### config.mk
export PLATFORM = sky130hd
export DESIGN_NAME = pc_sequencer
export DESIGN_NICKNAME = d
export VERILOG_FILES = /design/src/rtl/cpu_pkg.sv /design/src/rtl/pc_redirect_mux.sv /design/src/rtl/pc_sequencer.sv
export SDC_FILE = /design/constraint.sdc
export NUM_CORES = 1
export LEC_CHECK = 0
export BUFFER_PORTS_ARGS = -buffer_cell sky130_fd_sc_hd__buf_2
export CAP_MARGIN = 25
export CELL_PAD_IN_SITES_DETAIL_PLACEMENT = 1
export CELL_PAD_IN_SITES_GLOBAL_PLACEMENT = 1
export CORE_ASPECT_RATIO = 1.4
export CORE_UTILIZATION = 32
export DETAILED_ROUTE_END_ITERATION = 8
export PLACE_DENSITY = 0.79
export REMOVE_ABC_BUFFERS = 1
export SETUP_SLACK_MARGIN = 0.15
export SLEW_MARGIN = 20
export SYNTH_ARGS = -nofsm -noshare
export SYNTH_HDL_FRONTEND = slang
export SYNTH_SLANG_ARGS = --single-unit
### constraint.sdc
create_clock -name clk -period 3 [get_ports clk]
set_input_delay 0.6 -clock clk [delete_from_list [all_inputs] [get_ports clk]]
set_output_delay 0.6 -clock clk [all_outputs]
set_load 0.01 [all_outputs]
### src/rtl/cpu_pkg.sv
// Shared CPU definitions: fetch-sequencer state encoding, decoder PC-control
// codes and the instruction word width.
package cpu_pkg;

  localparam int INSTR_W = 32;

  localparam logic [1:0] CTRL_PC_SEQ  = 2'd0;
  localparam logic [1:0] CTRL_PC_JUMP = 2'd1;

  typedef enum logic [1:0] {
    S_IDLE,
    S_FETCH,
    S_ISSUE,
    S_DRAIN
  } pc_seq_state_t;

endpackage

### src/rtl/pc_redirect_mux.sv
// Combinational redirect selection for the fetch sequencer. Branch redirects
// exist only when PC_SEQ_BRANCH_EN is defined; otherwise only jumps redirect.
module pc_redirect_mux
  import cpu_pkg::*;
#(
  parameter int PC_W = 32
) (
  input  logic [1:0]      ctrl_pc,
  input  logic [31:0]     jump,
  input  logic            br_taken,
  input  logic [PC_W-1:0] br_pc,
  input  logic [15:0]     br_offset,
  input  logic            flush,
  input  logic            in_drain,
  output logic            redirect,
  output logic [PC_W-1:0] target
);

  logic jump_req;
  logic qualify;

  assign jump_req = (ctrl_pc == CTRL_PC_JUMP);
  // Redirects seen while flushing or draining come from wrong-path instructions.
  assign qualify  = !flush && !in_drain;

`ifdef PC_SEQ_BRANCH_EN
  logic [PC_W-1:0] br_target;

  assign br_target = br_pc + {{(PC_W-16){br_offset[15]}}, br_offset};
  // The branch is the older instruction, so it wins over a same-cycle jump.
  assign redirect  = qualify && (br_taken || jump_req);
  assign target    = br_taken ? br_target : jump[PC_W-1:0];
`else
  logic unused_branch;

  assign unused_branch = ^{br_taken, br_pc, br_offset};
  assign redirect      = qualify && jump_req;
  assign target        = jump[PC_W-1:0];
`endif

endmodule

### src/rtl/pc_sequencer.sv
// Instruction fetch sequencer: owns the PC, fetches over imem req/ack and
// issues words to the decoder; optional branch redirect via PC_SEQ_BRANCH_EN.
module pc_sequencer
  import cpu_pkg::*;
#(
  parameter int              PC_W     = 32,
  parameter logic [PC_W-1:0] RESET_PC = '0
) (
  input  logic               clk,
  input  logic               RST,
  output logic               imem_req,
  output logic [PC_W-1:0]    imem_addr,
  input  logic               imem_ack,
  input  logic [INSTR_W-1:0] imem_rdata,
  output logic [INSTR_W-1:0] instr_out,
  output logic               instr_valid,
  output logic [PC_W-1:0]    instr_pc,
  input  logic               stall,
  input  logic [1:0]         ctrl_PC,
  input  logic [31:0]        jump,
  input  logic               br_taken,
  input  logic [PC_W-1:0]    br_pc,
  input  logic [15:0]        br_offset,
  output logic               flush
);

  pc_seq_state_t     state, state_nxt;
  logic [PC_W-1:0]   fetch_pc, fetch_pc_nxt;
  logic [PC_W-1:0]   drain_addr, drain_addr_nxt;
  logic [INSTR_W-1:0] instr_out_nxt;
  logic [PC_W-1:0]   instr_pc_nxt;
  logic              instr_valid_nxt;
  logic              flush_nxt;
  logic              redirect;
  logic [PC_W-1:0]   target;

  pc_redirect_mux #(.PC_W(PC_W)) u_redirect (
    .ctrl_pc   (ctrl_PC),
    .jump      (jump),
    .br_taken  (br_taken),
    .br_pc     (br_pc),
    .br_offset (br_offset),
    .flush     (flush),
    .in_drain  (state == S_DRAIN),
    .redirect  (redirect),
    .target    (target)
  );

  // NOTE: sequential state uses non-blocking assignments so every register
  // samples the pre-edge values computed by the combinational block.
  always_ff @(posedge clk) begin
    if (RST) begin
      state       <= S_IDLE;
      fetch_pc    <= RESET_PC;
      drain_addr  <= RESET_PC;
      instr_out   <= '0;
      instr_valid <= 1'b0;
      instr_pc    <= '0;
      flush       <= 1'b0;
    end else begin
      state       <= state_nxt;
      fetch_pc    <= fetch_pc_nxt;
      drain_addr  <= drain_addr_nxt;
      instr_out   <= instr_out_nxt;
      instr_valid <= instr_valid_nxt;
      instr_pc    <= instr_pc_nxt;
      flush       <= flush_nxt;
    end
  end

  // NOTE: every signal gets a default first so no path leaves it unassigned,
  // which would otherwise infer a latch.
  always_comb begin
    state_nxt       = state;
    fetch_pc_nxt    = fetch_pc;
    drain_addr_nxt  = drain_addr;
    instr_out_nxt   = instr_out;
    instr_pc_nxt    = instr_pc;
    instr_valid_nxt = 1'b0;
    flush_nxt       = redirect;

    unique case (state)
      S_IDLE: begin
        state_nxt = S_FETCH;
        if (redirect) fetch_pc_nxt = target;
      end
      S_FETCH: begin
        if (redirect) begin
          fetch_pc_nxt = target;
          // An outstanding request is never withdrawn: drain it at the old address.
          if (!imem_ack) begin
            state_nxt      = S_DRAIN;
            drain_addr_nxt = fetch_pc;
          end
        end else if (imem_ack) begin
          state_nxt       = S_ISSUE;
          instr_out_nxt   = imem_rdata;
          instr_pc_nxt    = fetch_pc;
          instr_valid_nxt = 1'b1;
        end
      end
      S_ISSUE: begin
        if (redirect) begin
          fetch_pc_nxt = target;
          state_nxt    = S_FETCH;
        end else if (!stall) begin
          fetch_pc_nxt = fetch_pc + PC_W'(1);
          state_nxt    = S_FETCH;
        end else begin
          instr_valid_nxt = 1'b1;
        end
      end
      S_DRAIN: begin
        if (imem_ack) state_nxt = S_FETCH;
      end
      default: state_nxt = S_IDLE;
    endcase
  end

  always_comb begin
    imem_req  = (state == S_FETCH) || (state == S_DRAIN);
    imem_addr = (state == S_DRAIN) ? drain_addr : fetch_pc;
  end

endmodule

==> run_results.csv, run 1 <==
group,metric,value,unit
place,dp_hpwl,13400,um
place,dp_slack,284,ps
sta,post-route-min-period,2670,ps
sta,slew_violations,0,
die,initial_utilization,0.329,
route,dr.pass1.iters,4,
setup_path,worstReg2RegEnd,"fetch_pc[0]",
die,ios,218,
place,placed_cell_area,7110,um^2
die,die-area,19200,um^2
yosys,synth-async-reset-ratio,0,
place,port_buffers,168,
min_path,whs_endpoint,"instr_out[18]",
clocking,cts_sinks,132,
setup_path,worst-endpoint-required,2400,ps
yosys,synth.most_common_cell,"nand2_1",
min_path,min_path_type,"input pin to flip-flop",
grt,overflow,0,
place,gp_congestion,0.788,
sta,rsz0062_at_grt,"false",
setup_path,crit_chain,"ha_2 -> buf_6 -> mux2_2 -> buf_2",
power_and_ir_drop,intPower,0.00380,W
yosys,synth_ff_type,"dfxtp_1",
route,num_vias,6046,
yosys,synth_top_area_cell,"dfxtp_1",
die,die_y,164,um
power_and_ir_drop,p_clk_frac,0.448,
setup_path,crit_arrival,2070,ps
power_and_ir_drop,ir_worst_vdd,0.362,mV
clocking,root_buffer,"clkbuf_16",
power_and_ir_drop,pwr-share-comb,0.171,
grt,track_usage,0.201,
grt,grt_pass1_wl,30800,um
sta,setup_viol,0,
setup_path,rr_worst_depth,6,
power_and_ir_drop,swShare,0.275,
power_and_ir_drop,seqPwrFrac,0.382,
power_and_ir_drop,p_leak,3.15,nW
grt,met3_usage,0.0405,
yosys,yosys_register_bits,132,
clocking,numCtsBuffers,17,
setup_path,r2r_start,"state[0]",
yosys,synth.area.top_cells,"dfxtp_1 44%, nand2_1 14%, a21oi_1 10%",
route,wirelength,19100,um
clocking,clk_transition_reported_paths,60,ps
min_path,hp-start,"imem_rdata[18]",
grt,grt_max_degree,47,
job,maxCapViolCount,0,
yosys,synth.avg_cell_area,7.69,um^2
clocking,clockBufferDepth,2,
finish,syn_to_final_growth,30.4,%
sta,hold_slack,420,ps
sta,worst_pin_slew,648,ps
setup_path,cpMaxStageDelayCell,"dfxtp_1",
yosys,synthTopCellsByCount,"221 x nand2_1, 132 x dfxtp_1, 121 x a21oi_1, 57 x clkbuf_1, 30 x mux2_2",
finish,nNetsFinal,1046,
clocking,ctsHoldBuffers,0,
route,drc_errors,0,
status,status,"complete, no violations",
yosys,synth_cell_types,48,
setup_path,crit_path_end_kind,"primary output",
grt,antenna_found_initial,0,
route,routedWlPerCell,16.2,um
yosys,synthCells,776,
yosys,ys_seq_area_frac,0.443,
sta,hold_viol_final,0,
finish,fin_area,7780,um^2
yosys,synth_area,5970,um^2
clocking,cts_max_level,4,
sta,worst_slack,329,ps
finish,postLayoutCoreUtil,0.429,
setup_path,crit_type,"flip-flop to primary output",
clocking,cts_tree,"built",
yosys,synth_edf_count,0,
power_and_ir_drop,p_sw,0.00144,W
setup_path,rrSetupSlack,500,ps
die,die_x,117,um
sta,slew_headroom,0.564,
grt,grt_pass1_vias,5961,
grt,grt_util_met2,0.363,
power_and_ir_drop,p_per_area,673,nW/um^2
die,core_area,18100,um^2
die,rows,58,
sta,period_share,0.890,
yosys,synth_top_area_frac,0.443,
clocking,clk_latency,410,ps
grt,met1_usage,0.237,
min_path,hold_path_depth,3,
yosys,yosys_warnings,0,
finish,layout-drive-gt1-share,0.285,
setup_path,cp-start-kind,"flip-flop",
grt,grt.busiest_layer,"met2",
sta,skew,8.31,ps
route,initialDrtViolationCount,293,
route,ant_nets,0,
sta,fmax,374,MHz
setup_path,critPathMaxFanout,37,
clocking,cts_setup_buffers,0,
route,viasPerCell,5.14,
setup_path,worst_path_largest_cell_delay,490,ps
[power groups by stage]
stage	Sequential (W)	Clock (W)	Combinational [W]
floorplan	0.00204	0	0.000449
global placement	0.00203	0	0.000877
detailed placement	0.00204	0	0.000893
CTS	0.00200	0.00240	0.000900
global route	0.00202	0.00249	0.000982
finish	0.00200	0.00234	0.000894
[worst max-delay path by stage]
| stage | from | endpoint | cells after the start |
|---|---|---|---|
| final | state[0] | imem_addr[22] | 4 |
| after global routing | state[0] | imem_addr[22] | 4 |
| after CTS | state[0] | imem_addr[22] | 4 |
| after detailed placement | ctrl_PC[1] | fetch_pc[25] | 6 |
| after global placement | ctrl_PC[1] | fetch_pc[25] | 6 |
| after floorplan | state[0] | fetch_pc[27] | 6 |
[worst max-delay path: cells and delay by family, from the launching register on]
family | cells | cell delay, ps
flip-flops | 1 | 490
buffers and inverters | 2 | 480
adder cells (fa/ha/maj) | 1 | 270
multiplexers | 1 | 400
[kinds of logic (layout without fill, tap and decap cells)]
kind of cell,count (synthesis),count (layout),share of synthesized area
simple gates,336,336,0.250
compound gates,195,195,0.186
flops,132,132,0.443
buf+inv,76,236,0.0516
mux,33,33,0.0616
fa+ha+maj,4,4,0.00838
other cells,0,1,0
[layer usage]
layer	wire length [um]	share of wire
met3	787	0.041
met5	0	0
met1	8150	0.43
met4	252	0.013
met2	9910	0.52
[layout make-up]
class	count	area, um^2
Fill cell	2317	10400
Timing Repair Buffer	199	1120
Multi-Input combinational cell	568	3040
Tap cell	240	300
Clock buffer	19	433
Sequential cell	132	2640
Inverter	5	18.8
Clock inverter	13	231
Antenna cell	1	2.50
[through the flow]
step | setup TNS [ps] | instances | total power, W
2_1_floorplan | -37820 | 705 | 0.00249
3_3_place_gp | 0 | 1144 | 0.00291
3_5_place_dp | 0 | 1144 | 0.00293
4_1_cts | 0 | 1176 | 0.00530
5_1_grt | 0 | 1176 | 0.00549
6_report | 0 | 1177 | 0.00524
[flip-flops by register name (all words and copies together), names as in the netlist]
signal       count
drain_addr      32
fetch_pc        32
instr_out       32
instr_pc        32
state            2
flush            1
instr_valid      1
[placed cells by master, fill, tap and decap left out, drive strengths merged, types with 2 or more instances in the layout]
master / n
nand2b: 3
and3: 7
nand4: 12
and4: 6
nand2: 221
nor3: 14
mux2i: 3
or2: 2
or4b: 2
a211oi: 7
buf: 199
or4: 3
a31oi: 10
a311oi: 4
clkinv: 5
nor4: 7
dfxtp: 132
clkinvlp: 2
nor2: 19
ha: 4
inv: 5
a21oi: 121
o22ai: 3
a21o: 8
o31ai: 2
mux2: 30
o21ai: 21
o211ai: 2
o311ai: 2
clkbuf: 19
o2bb2ai: 2
nand3: 21
a22oi: 7
nand3b: 3
bufinv: 6
or3: 6
and2: 7
[repair_timing]
action / CTS / global route
endpoints found under the setup margin: 0 / 33
gates resized for setup: 0 / 3
hold endpoints to repair: 0 / 0
No activity file was read; power rests on OpenSTA's default activity.
==> inputs of run 2 (changes only) <==
- CORE_MARGIN: unset -> 1
- clock period: 3 -> 3.22 ns (I/O delays scaled with it)
==> run_results.csv, run 2 (synthesis gave the netlist of run 1 again) <==
group,metric,value,unit
route,drc_errors,0,
die,core_area,18100,um^2
place,port_buffers,168,
sta,skew,7.77,ps
setup_path,worstReg2RegEnd,"fetch_pc[25]",
min_path,min_path_type,"flip-flop to flip-flop",
setup_path,critPathMaxFanout,37,
setup_path,rrSetupSlack,630,ps
sta,fmax,350,MHz
setup_path,worst-endpoint-required,2580,ps
grt,grt_pass1_wl,31000,um
power_and_ir_drop,ir_worst_vdd,0.421,mV
route,ant_nets,0,
sta,rsz0062_at_grt,"false",
power_and_ir_drop,p_sw,0.00132,W
sta,hold_viol_final,0,
power_and_ir_drop,p_per_area,615,nW/um^2
clocking,cts_sinks,132,
place,dp.cells,1138,
setup_path,crit_path_end_kind,"primary output",
grt,grt_pass1_vias,5936,
place,gp_congestion,0.819,
route,viasPerCell,5.12,
clocking,clockBufferDepth,2,
route,wirelength,19100,um
setup_path,crit_chain,"ha_2 -> buf_4 -> mux2_2 -> buf_2",
die,die_x,117,um
sta,post-route-min-period,2860,ps
setup_path,rr_worst_depth,7,
grt,overflow,0,
job,maxCapViolCount,0,
sta,hold_slack,448,ps
grt,antenna_found_initial,1,
route,dr.pass1.iters,4,
clocking,root_buffer,"clkbuf_16",
power_and_ir_drop,swShare,0.278,
power_and_ir_drop,seqPwrFrac,0.396,
sta,finalSetupTns,0,ps
finish,syn_to_final_growth,29.3,%
setup_path,cp_top_family,"buffers and inverters",
power_and_ir_drop,intPower,0.00343,W
place,dp_slack,606,ps
setup_path,cpMaxStageDelayCell,"dfxtp_1",
sta,period_share,0.888,
clocking,ctsHoldBuffers,0,
power_and_ir_drop,pwr-share-comb,0.169,
clocking,cts_resized,0,
finish,stdcell_count,1171,
route,num_vias,5997,
clocking,numCtsBuffers,17,
die,rows,58,
finish,fill_cells,2280,
power_and_ir_drop,p_leak,3.11,nW
status,status,"complete, no violations",
clocking,cts_tree,"built",
route,initialDrtViolationCount,333,
clocking,cts_setup_buffers,0,
sta,worst_slack,359,ps
setup_path,crit_type,"flip-flop to primary output",
die,die-area,19200,um^2
die,initial_utilization,0.329,
min_path,whs_endpoint,"instr_pc[2]",
clocking,clk_latency,420,ps
finish,postLayoutCoreUtil,0.425,
min_path,hp-start,"instr_pc[2]",
setup_path,r2r_start,"state[0]",
sta,slew_violations,0,
finish,layout-drive-gt1-share,0.278,
route,routedWlPerCell,16.3,um
grt,grt_max_degree,60,
die,ios,218,
setup_path,crit_arrival,2220,ps
finish,nNetsFinal,1040,
sta,setup_viol,0,
finish,final_cell_mix,"221 x nand2_1, 167 x buf_2, 132 x dfxtp_1",
sta,slew_headroom,0.527,
setup_path,path_buf_inv,2,
min_path,hold_path_depth,2,
grt,track_usage,0.203,
finish,mostFrequentLayoutCell,"nand2_1",
place,dp_hpwl,13200,um
clocking,cts_max_level,4,
die,die_y,164,um
setup_path,cp-start-kind,"flip-flop",
power_and_ir_drop,p_clk_frac,0.435,
setup_path,cp.depth,4,
setup_path,worst_path_largest_cell_delay,500,ps
sta,worst_pin_slew,710,ps
clocking,clk_transition_reported_paths,60,ps
## run 2: changes by cell type in the layout (fill, tap and decap cells not counted), sizes merged
cell      before  now
clkinvlp       2    1
bufinv         6    4
clkbuf        19   22
buf          199  193
## run 2: tightest hold or removal path, stage by stage (launching register included)
cell,delay (ps)
dfxtp_1,300
nand2_1,50
a21oi_1,50
## run 2: per-stage QoR
stage | area, um^2 | power (W)
after floorplan | 5680 | 0.00232
after global placement | 7090 | 0.00270
after detailed placement | 7090 | 0.00272
after CTS | 7710 | 0.00482
after global routing | 7720 | 0.00498
final | 7720 | 0.00475
## run 2: power by group through the flow
| stage | logic (W) | registers [W] | clock network, W |
|---|---|---|---|
| 5_1_grt | 0.000880 | 0.00190 | 0.00220 |
| 6_report | 0.000800 | 0.00188 | 0.00207 |
| 3_5_place_dp | 0.000804 | 0.00192 | 0 |
| 2_1_floorplan | 0.000418 | 0.00190 | 0 |
| 3_3_place_gp | 0.000788 | 0.00191 | 0 |
| 4_1_cts | 0.000810 | 0.00188 | 0.00213 |
## run 2: final cells by class
type / instances / area (um^2) / share of cell area
multi-input cells: 568 / 3030 / 0.393
clock inverters: 10 / 153 / 0.0198
repair buffers: 193 / 1090 / 0.142
flip-flops and latches: 132 / 2640 / 0.342
well taps: 240 / 300 / 0.0389
diodes: 1 / 2.50 / 0.000324
clock buffers: 22 / 474 / 0.0614
inverters: 5 / 18.8 / 0.00243
## run 2: worst max-delay path by stage
stage	start	endpoint	slack (ps)
detailed placement	ctrl_PC[1]	fetch_pc[25]	610
global placement	ctrl_PC[1]	fetch_pc[25]	630
global route	state[1]	imem_addr[22]	270
CTS	state[0]	imem_addr[22]	320
floorplan	state[0]	fetch_pc[27]	-440
finish	state[0]	imem_addr[22]	360
## run 2: per-layer routing
layer | wire [um] | vias to the layer above | track usage
li1 | - | 2970 | -
met1 | 8310 | 2860 | 0.242
met2 | 9670 | 143 | 0.363
met3 | 782 | 24 | 0.0356
met4 | 342 | 0 | 0.0762
met5 | 0 | - | 0
==> inputs of run 3 (changes only) <==
- GPL_TIMING_DRIVEN: unset -> 0
==> run_results.csv, run 3 (synthesis gave the netlist of run 1 again) <==
group,metric,value,unit
die,die_y,164,um
die,die-area,19200,um^2
clocking,clockBufferDepth,2,
clocking,clk_transition_reported_paths,60,ps
route,ant_nets,0,
finish,register_area,2640,um^2
sta,post-route-min-period,2820,ps
sta,hold_slack,449,ps
setup_path,crit_chain,"ha_4 -> buf_12 -> or4b_4 -> a22o_2 -> nor2_2 -> a311oi_1 -> nor4_1",
clocking,root_buffer,"clkbuf_16",
min_path,hold_path_depth,2,
finish,final_cell_mix,"219 x nand2_1, 168 x buf_2, 132 x dfxtp_1",
clocking,cts_max_level,4,
sta,fmax,355,MHz
power_and_ir_drop,ir_worst_vdd,0.328,mV
route,num_vias,5938,
grt,grt_max_degree,78,
grt,met1_usage,0.232,
die,die_x,117,um
grt,antenna_found_initial,0,
setup_path,startpoint,"state[0]",
place,dp_hpwl,12500,um
grt,grt.busiest_layer,"met2",
min_path,hp-start,"instr_pc[31]",
setup_path,worstReg2RegEnd,"fetch_pc[25]",
place,placed_cell_area,6980,um^2
grt,grt_util_met2,0.367,
route,initialDrtViolationCount,240,
sta,worst_pin_slew,884,ps
min_path,whs_endpoint,"instr_pc[31]",
setup_path,crit_arrival,3140,ps
die,rows,58,
die,ios,218,
setup_path,cpMaxStageDelayCell,"or4b_4",
die,core_area,18100,um^2
finish,nNetsFinal,1023,
place,gp_congestion,0.750,
clocking,clk_latency,420,ps
die,initial_utilization,0.329,
clocking,numCtsBuffers,17,
grt,grt_pass1_vias,5959,
setup_path,worst-endpoint-required,3540,ps
route,routedWlPerCell,16.5,um
setup_path,rr_worst_depth,7,
clocking,cts_sinks,132,
route,wirelength,19000,um
finish,mostFrequentLayoutCell,"nand2_1",
finish,layout-drive-gt1-share,0.274,
setup_path,crit_type,"flip-flop to flip-flop",
min_path,min_path_type,"flip-flop to flip-flop",
clocking,ctsHoldBuffers,0,
sta,finalSetupTns,0,ps
finish,multiInputGateArea,3090,um^2
grt,overflow,0,
setup_path,rrSetupSlack,400,ps
setup_path,cp-start-kind,"flip-flop",
route,drc_errors,0,
setup_path,critPathMaxFanout,28,
finish,fin_area,7600,um^2
route,dr.pass1.iters,4,
sta,hold_viol_final,0,
clocking,cts_tree,"built",
sta,period_share,0.875,
sta,slew_headroom,0.406,
status,status,"complete, no violations",
finish,fill_cells,2283,
finish,postLayoutCoreUtil,0.419,
grt,met3_usage,0.0332,
sta,setup_viol,0,
place,port_buffers,168,
setup_path,crit_path_end_kind,"flip-flop",
route,viasPerCell,5.15,
power_and_ir_drop,p_per_area,603,nW/um^2
finish,syn_to_final_growth,27.3,%
grt,grt_pass1_wl,30300,um
sta,skew,9.72,ps
setup_path,worst_path_largest_cell_delay,680,ps
grt,track_usage,0.199,
power_and_ir_drop,p_leak,3.01,nW
setup_path,r2r_start,"state[0]",
sta,rsz0062_at_grt,"false",
finish,antennaDiodeCount,0,
sta,slew_violations,0,
job,maxCapViolCount,0,
## run 3: cell types whose count changed in the layout (fill, tap and decap cells not counted), moves of 2 or more
| cell | change |
|---|---|
| nand2_1 | -2 |
| clkbuf_8 | +3 |
| buf_4 | -21 |
| clkinv_2 | -3 |
| buf_6 | +3 |
| and2_1 | -2 |
| bufinv_16 | -3 |
| and2_4 | +2 |
| buf_12 | -2 |
| clkinvlp_4 | +3 |
## run 3: layout make-up
class,instances,share of cell area
multi-input cells,569,0.407
well taps,240,0.0395
repair buffers,175,0.127
flip-flops and latches,132,0.348
inverters,5,0.00247
clock buffers,25,0.0678
clock inverters,7,0.00922
## run 3: per-layer routing
metal | up-vias | share of wire | wire (um)
li1 | 2928 | - | -
met2 | 129 | 0.52 | 9820
met3 | 23 | 0.031 | 582
met5 | - | 0 | 0
met4 | 0 | 0.016 | 308
met1 | 2858 | 0.44 | 8280
## run 3: report_power, final
group,internal (W),switching [W],leakage [nW]
registers,0.00174,0.000154,1.07
clock network,0.00118,0.000727,0.278
logic,0.000319,0.000453,1.66
## run 3: worst max path at each step
stage                           endpoint  slack [ps]
after floorplan             fetch_pc[27]        -440
after global placement       instr_pc[7]       -2270
after detailed placement    fetch_pc[27]        -470
after CTS                   fetch_pc[25]         170
after global routing      drain_addr[23]         250
final                       fetch_pc[25]         400
## run 3: metrics by stage
step                      instances  setup WS, ps  total power [W]
after global placement         1113         -2270          0.00265
after floorplan                 705          -441          0.00232
after detailed placement       1120          -471          0.00270
after global routing           1153           248          0.00480
final                          1153           402          0.00458
after CTS                      1153           170          0.00464
## run 3: worst max-delay path: cells and delay by family (launching register included)
family	cells	cell delay (ps)
buffers and inverters	1	190
AO/OA/AOI/OAI	2	570
flip-flops	1	410
AND/OR/NAND/NOR	3	1260
adder cells (fa/ha/maj)	1	280
## run 3: what timing repair did
item	4_1_cts	5_1_grt
gates cloned	1	0
setup buffers	0	0
resized for setup	3	4
setup endpoints to repair	56	28
